<file path="src/rtl/vga_multi_pkg.sv">
// Shared types and mode tables for the multi-mode VGA timing generator.
package vga_multi_pkg;

  localparam int CNT_W_DEF = 11;
  localparam int TW        = 11;

  typedef enum logic [1:0] {
    MODE_640x480  = 2'd0,
    MODE_800x600  = 2'd1,
    MODE_1024x768 = 2'd2
  } mode_e;

  typedef struct packed {
    logic [TW-1:0] visible;
    logic [TW-1:0] front_porch;
    logic [TW-1:0] sync_pulse;
    logic [TW-1:0] full;
    logic          sync_pol;
  } axis_timing_t;

  // sync_pol = 1 means the sync pulse is active-high
  localparam axis_timing_t H_TAB [3] = '{
    '{11'd640,  11'd16, 11'd96,  11'd800,  1'b0},
    '{11'd800,  11'd40, 11'd128, 11'd1056, 1'b1},
    '{11'd1024, 11'd24, 11'd136, 11'd1344, 1'b0}
  };

  localparam axis_timing_t V_TAB [3] = '{
    '{11'd480, 11'd10, 11'd2, 11'd525, 1'b0},
    '{11'd600, 11'd1,  11'd4, 11'd628, 1'b1},
    '{11'd768, 11'd3,  11'd6, 11'd806, 1'b0}
  };

  function automatic axis_timing_t h_timing(input mode_e m);
    case (m)
      MODE_800x600:  return H_TAB[1];
      MODE_1024x768: return H_TAB[2];
      default:       return H_TAB[0];
    endcase
  endfunction

  function automatic axis_timing_t v_timing(input mode_e m);
    case (m)
      MODE_800x600:  return V_TAB[1];
      MODE_1024x768: return V_TAB[2];
      default:       return V_TAB[0];
    endcase
  endfunction

  function automatic logic mode_sync_pol(input mode_e m);
    return (m == MODE_800x600);
  endfunction

endpackage

</file>
<file path="src/rtl/vga_timing_multi_axis.sv">
// vga_axis_gen: one counting axis (H or V) with registered sync/blank that
// always describe the count value presented on the same cycle.
module vga_axis_gen
  import vga_multi_pkg::*;
#(
  parameter int   CNT_W    = CNT_W_DEF,
  parameter logic SYNC_RST = 1'b1
) (
  input  logic             clk,
  input  logic             rst_n,
  input  logic             step,
  input  axis_timing_t     timing,
  output logic [CNT_W-1:0] count,
  output logic             sync,
  output logic             blnk,
  output logic             last
);

  logic [CNT_W-1:0] count_q, count_d;
  logic             sync_q, sync_d;
  logic             blnk_q, blnk_d;
  logic [CNT_W-1:0] vis_end, sync_lo, sync_hi, last_val;

  // sync_pol here is the polarity of the mode in effect after this edge,
  // so the first pixel of a new mode already shows the right idle level
  always_comb begin
    vis_end  = CNT_W'(timing.visible);
    sync_lo  = CNT_W'(timing.visible) + CNT_W'(timing.front_porch);
    sync_hi  = sync_lo + CNT_W'(timing.sync_pulse);
    last_val = CNT_W'(timing.full) - CNT_W'(1);
    last     = (count_q == last_val);
    count_d  = count_q;
    if (step) begin
      count_d = last ? '0 : count_q + CNT_W'(1);
    end
    blnk_d = (count_d >= vis_end);
    sync_d = ((count_d >= sync_lo) && (count_d < sync_hi)) ? timing.sync_pol
                                                           : ~timing.sync_pol;
  end

  always_ff @(posedge clk or negedge rst_n) begin
    if (!rst_n) begin
      count_q <= '0;
      sync_q  <= SYNC_RST;
      blnk_q  <= 1'b0;
    end else begin
      count_q <= count_d;
      sync_q  <= sync_d;
      blnk_q  <= blnk_d;
    end
  end

  assign count = count_q;
  assign sync  = sync_q;
  assign blnk  = blnk_q;

endmodule

</file>
<file path="src/rtl/vga_timing_multi.sv">
// vga_timing_multi: three-mode VGA timing generator, mode changes land on frame
// boundaries. Define VGA_TIMING_CE_EN to add a ce pixel-enable input.
module vga_timing_multi
  import vga_multi_pkg::*;
#(
  parameter int CNT_W        = CNT_W_DEF,
  parameter int DEFAULT_MODE = 2
) (
  input  logic             clk,
  input  logic             rst_n,
`ifdef VGA_TIMING_CE_EN
  input  logic             ce,
`endif
  input  logic [1:0]       mode_req,
  output logic [1:0]       mode_cur,
  output logic [CNT_W-1:0] hcount,
  output logic [CNT_W-1:0] vcount,
  output logic             hsync,
  output logic             vsync,
  output logic             hblnk,
  output logic             vblnk,
  output logic             frame_start
);

  localparam mode_e RST_MODE = mode_e'(2'(DEFAULT_MODE));
  localparam logic  SYNC_RST = ~mode_sync_pol(RST_MODE);

  mode_e        mode_q, mode_d;
  logic         frame_start_q, frame_start_d;
  logic         pix_en, h_last, v_last, wrap;
  axis_timing_t h_cfg, v_cfg;

`ifdef VGA_TIMING_CE_EN
  assign pix_en = ce;
`else
  assign pix_en = 1'b1;
`endif

  // Geometry follows the current mode; polarity follows the mode after this edge
  always_comb begin
    wrap          = pix_en && h_last && v_last;
    frame_start_d = wrap;
    mode_d        = mode_q;
    if (wrap && (mode_req != 2'd3) && (mode_req != mode_q)) begin
      mode_d = mode_e'(mode_req);
    end
    h_cfg          = h_timing(mode_q);
    h_cfg.sync_pol = mode_sync_pol(mode_d);
    v_cfg          = v_timing(mode_q);
    v_cfg.sync_pol = mode_sync_pol(mode_d);
  end

  always_ff @(posedge clk or negedge rst_n) begin
    if (!rst_n) begin
      mode_q        <= RST_MODE;
      frame_start_q <= 1'b0;
    end else begin
      mode_q        <= mode_d;
      frame_start_q <= frame_start_d;
    end
  end

  vga_axis_gen #(
    .CNT_W    (CNT_W),
    .SYNC_RST (SYNC_RST)
  ) u_h_axis (
    .clk    (clk),
    .rst_n  (rst_n),
    .step   (pix_en),
    .timing (h_cfg),
    .count  (hcount),
    .sync   (hsync),
    .blnk   (hblnk),
    .last   (h_last)
  );

  vga_axis_gen #(
    .CNT_W    (CNT_W),
    .SYNC_RST (SYNC_RST)
  ) u_v_axis (
    .clk    (clk),
    .rst_n  (rst_n),
    .step   (pix_en && h_last),
    .timing (v_cfg),
    .count  (vcount),
    .sync   (vsync),
    .blnk   (vblnk),
    .last   (v_last)
  );

  assign mode_cur    = mode_q;
  assign frame_start = frame_start_q;

endmodule

</file>
<file path="config.mk">
export PLATFORM = sky130hd
export DESIGN_NAME = vga_timing_multi
export DESIGN_NICKNAME = d
export VERILOG_FILES = /design/src/rtl/vga_multi_pkg.sv /design/src/rtl/vga_timing_multi_axis.sv /design/src/rtl/vga_timing_multi.sv
export SDC_FILE = /design/constraint.sdc
export NUM_CORES = 1
export LEC_CHECK = 0
export ABC_AREA = 0
export BUFFER_PORTS_ARGS = -buffer_cell sky130_fd_sc_hd__buf_2
export CORE_MARGIN = 2
export CORE_UTILIZATION = 50
export DETAILED_ROUTE_END_ITERATION = 7
export PLACE_DENSITY = 0.79
export SYNTH_ARGS = -nofsm -noshare
export SYNTH_HDL_FRONTEND = slang
export SYNTH_SLANG_ARGS = --single-unit
export TNS_END_PERCENT = 50
</file>
<file path="constraint.sdc">
create_clock -name clk -period 6.6 [get_ports clk]
set_input_delay 0.99 -clock clk [delete_from_list [all_inputs] [get_ports clk]]
set_output_delay 0.99 -clock clk [all_outputs]
set_load 0.02 [all_outputs]
</file>
==> results.sh <==
export IMPL_outcome="finished clean"
export IMPL_drc_errors=0
export IMPL_tightest_slew_ns=0.671
export IMPL_worst_slack_ns=2.11
export IMPL_fmax_mhz=223
export IMPL_num_rows=25
export IMPL_synth_area_um2=2430
export IMPL_slowest_stage="and3_1"
export IMPL_drt_first_pass_iters=4
export IMPL_hold_start="u_h_axis.count[0]$_DFF_PN0_"
export IMPL_crit_buf_inv=0
export IMPL_routabilityCongestion=0.886
export IMPL_hold_viol_final=0
export IMPL_dp_hpwl_um=4500
export IMPL_grt_max_degree=30
export IMPL_postSynthAreaPerCell_um2=9.23
export IMPL_reg2reg_from="mode_cur[1]$_DFF_PN1_"
export IMPL_min_period_ns=4.49
export IMPL_port_buffers=32
export IMPL_drt_iter0_drc=149
export IMPL_synth_edff_count=0
export IMPL_drt_total_wl_um=5990
export IMPL_final_cells=353
export IMPL_cts_htree_levels=2
export IMPL_cts_tree="yes"
export IMPL_clock_sinks=29
export IMPL_drive_gt1_share_pct=16.7
export IMPL_worst_path_largest_cell_delay_ns=0.66
export IMPL_ioPinCount=33
export IMPL_fin_tns_setup_ns=0
export IMPL_core_area_um2=4690
export IMPL_async_flop_share_pct=100
export IMPL_worstSetupEndpointType="flip-flop"
export IMPL_cpLargestDelayFamily="compound AO/OA/AOI/OAI gates"
export IMPL_dp_cells=345
export IMPL_crit_type="reg -> reg"
export IMPL_setup_viol=0
export IMPL_cts_buffer_depth=2
export IMPL_cap_violations=0
export IMPL_clk_latency_ns=0.28
export IMPL_period_share_pct=68.1
export IMPL_rsz0062_at_grt="false"
export IMPL_grt_pass1_wl_um=9760
export IMPL_die_width_um=73.7
export IMPL_required_ns=6.81
export IMPL_ys_flop_type="dfrtp_1"
export IMPL_syn_inst=263
export IMPL_grt_pass1_vias=2066
export IMPL_gr_total_overflow=0
export IMPL_synth_seq_cells=29
export IMPL_ys_types=50
export IMPL_synth_nets=309
export IMPL_grt_usage_pct=23.4
export IMPL_synth_warnings=0
export IMPL_vias=2167
export IMPL_p_per_area_nw_per_um2=143
export IMPL_startpoint_type="flip-flop"
export IMPL_cts_buffers=5
export IMPL_dieArea_um2=5430
export IMPL_grt_busiest_layer="met2"
export IMPL_crit_top_cell="a21o_1"
export IMPL_via_per_inst=6.14
export IMPL_start_util_pct=51.8
export IMPL_place_worst_setup_slack_ns=2.26
export IMPL_met3_usage_pct=4.53
export IMPL_crit_fanout=20
export IMPL_fin_nets=344
export IMPL_worstHoldEndpoint="u_h_axis.count[0]$_DFF_PN0_"
export IMPL_cts_setup_buffers=0
export IMPL_max_vdd_ir_drop_mv=0.0898
export IMPL_cts_resized=0
export IMPL_die_h_um=73.7
export IMPL_clk_pin_slew_ns=0.07
export IMPL_met2_usage_pct=40.8
export IMPL_finalMaxSlewViolations=0
export IMPL_drt_antenna_violating_nets=0
export IMPL_nFillCells=423
export IMPL_root_buffer="clkbuf_8"
export IMPL_placed_area_um2=2620
export IMPL_cp_cell_sequence="ha_1, xor2_1, nor4_4, and3_1, nand2b_1, o31ai_1, ha_1, a21o_1, a21o_1, a21o_1, a21oi_1, o21ai_0, o221ai_2, xnor2_1"
export IMPL_use_met1_pct=28.0
export IMPL_whs_ns=0.543
export IMPL_reg2reg_slack_ns=2.11
export IMPL_wl_per_cell_um=17.0
export IMPL_final_cell_area_um2=2730
export IMPL_reg2reg_depth=14
export IMPL_area_growth_synth_to_final_pct=12.2
export IMPL_relSlewSlack_pct=55.2
export IMPL_antenna_cells=0
export IMPL_cp_arrival_ns=4.71
export IMPL_clock_skew_ns=0.00385
export IMPL_yosysSeqAreaShare_pct=30.0
export IMPL_hold_buffers=0
export IMPL_antenna_found_initial=0
export IMPL_hold_path_class="reg -> reg"
export IMPL_rr_endpoint="u_v_axis.sync$_DFF_PN1_"
export IMPL_min_path_cells=1
export IMPL_power_leakage_uw=0.00140
registers in the layout, summed over array words and instances (netlist names):
name and cells:
u_v_axis.sync 1, u_v_axis.blnk 1, frame_start 1, u_h_axis.blnk 1
mode_cur 2, u_h_axis.count 11, u_h_axis.sync 1, u_v_axis.count 11
layer usage:
layer	part of all wire (%)	vias to the layer above
met5	0	-
met4	2.0	0
met3	4.5	12
met2	50	61
met1	43	1057
li1	-	1037
layout by cell type, fill, tap and decap left out, drive strengths merged, types with 7 or more instances in the layout:
cell,instances
inv,14
clkbuf,7
nand2b,7
dfrtp,26
nand3,13
nor2,18
o21ai,18
buf,32
a21oi,14
ha,42
nor2b,8
xor2,8
nand2,19
xnor2,8
and3,7
worst register-to-register path: cells and delay by family (launching register included):
kind / cells / cell delay (ns)
XOR/XNOR: 2 / 0.33
AND/OR/NAND/NOR: 3 / 1.24
flip-flops: 1 / 0.58
AO/OA/AOI/OAI: 7 / 1.44
adder cells (fa/ha/maj): 2 / 0.84
kinds of logic (layout without fill, tap and decap cells):
kind of cell    after synthesis  in the layout  synth area share [%]
compound gates               60             60                  16.0
fa+ha+maj                    42             42                  21.6
simple gates                 98             98                  23.1
xor+xnor                     16             16                  5.77
buf+inv                      18             54                  3.50
flops                        29             29                  30.0
worst max-delay path by stage:
stage / endpoint / cells after the start / start / slack [ns]
after global placement: u_v_axis.sync$_DFF_PN1_ / 14 / mode_cur[1]$_DFF_PN1_ / 2.43
after global routing: u_v_axis.sync$_DFF_PN1_ / 14 / mode_cur[1]$_DFF_PN1_ / 1.81
final: u_v_axis.sync$_DFF_PN1_ / 14 / mode_cur[1]$_DFF_PN1_ / 2.11
after CTS: u_v_axis.sync$_DFF_PN1_ / 14 / mode_cur[1]$_DFF_PN1_ / 2.22
after detailed placement: u_v_axis.sync$_DFF_PN1_ / 14 / mode_cur[1]$_DFF_PN1_ / 2.26
after floorplan: u_v_axis.sync$_DFF_PN1_ / 18 / mode_cur[0]$_DFF_PN0_ / 3.00
synthesized netlist by cell type (2+ instances only):
cell type	number	share of area [%]
and4_1	2	0.72
inv_1	14	2.2
buf_2	2	0.41
a21oi_1	13	2.7
nor4b_1	2	0.72
a31oi_1	5	1.3
a211oi_1	3	0.93
dfstp_2	3	3.2
xor2_1	8	2.9
o2111ai_1	2	0.72
o31ai_1	2	0.62
buf_6	2	0.93
nand4b_1	2	0.72
nor2b_1	8	2.1
and3_1	7	1.8
nand2b_1	7	1.8
o21ai_0	15	3.1
dfrtp_1	26	27
o21ai_1	3	0.62
or3_1	3	0.77
xnor2_1	8	2.9
ha_1	42	22
nand3_1	12	2.5
nand2_1	19	2.9
nand4_1	5	1.3
and2_1	2	0.52
nor2_1	18	2.8
a21o_1	6	1.9
layout make-up:
type	instances	area (µm²)	share of cell area [%]
repair buffers	32	160	5.88
inverters	14	52.6	1.93
multi-input cells	216	1610	59.2
clock buffers	7	96.3	3.54
well taps	54	67.6	2.48
flip-flops and latches	29	729	26.8
clock inverters	1	5.00	0.184
through the flow:
step / total power (µW) / util, %
floorplan: 212 / -
global placement: 226 / 55.9
detailed placement: 227 / 55.9
CTS: 394 / 58.1
global route: 410 / 58.1
finish: 390 / 58.1
power breakdown:
part	leakage (µW)	total (µW)	switching (µW)	internal, µW
Sequential	0.000379	181	1.11	180
Clock	0.0000542	165	71.0	94.2
Combinational	0.000966	43.1	28.2	14.9
(Power assumes the default switching activity.)
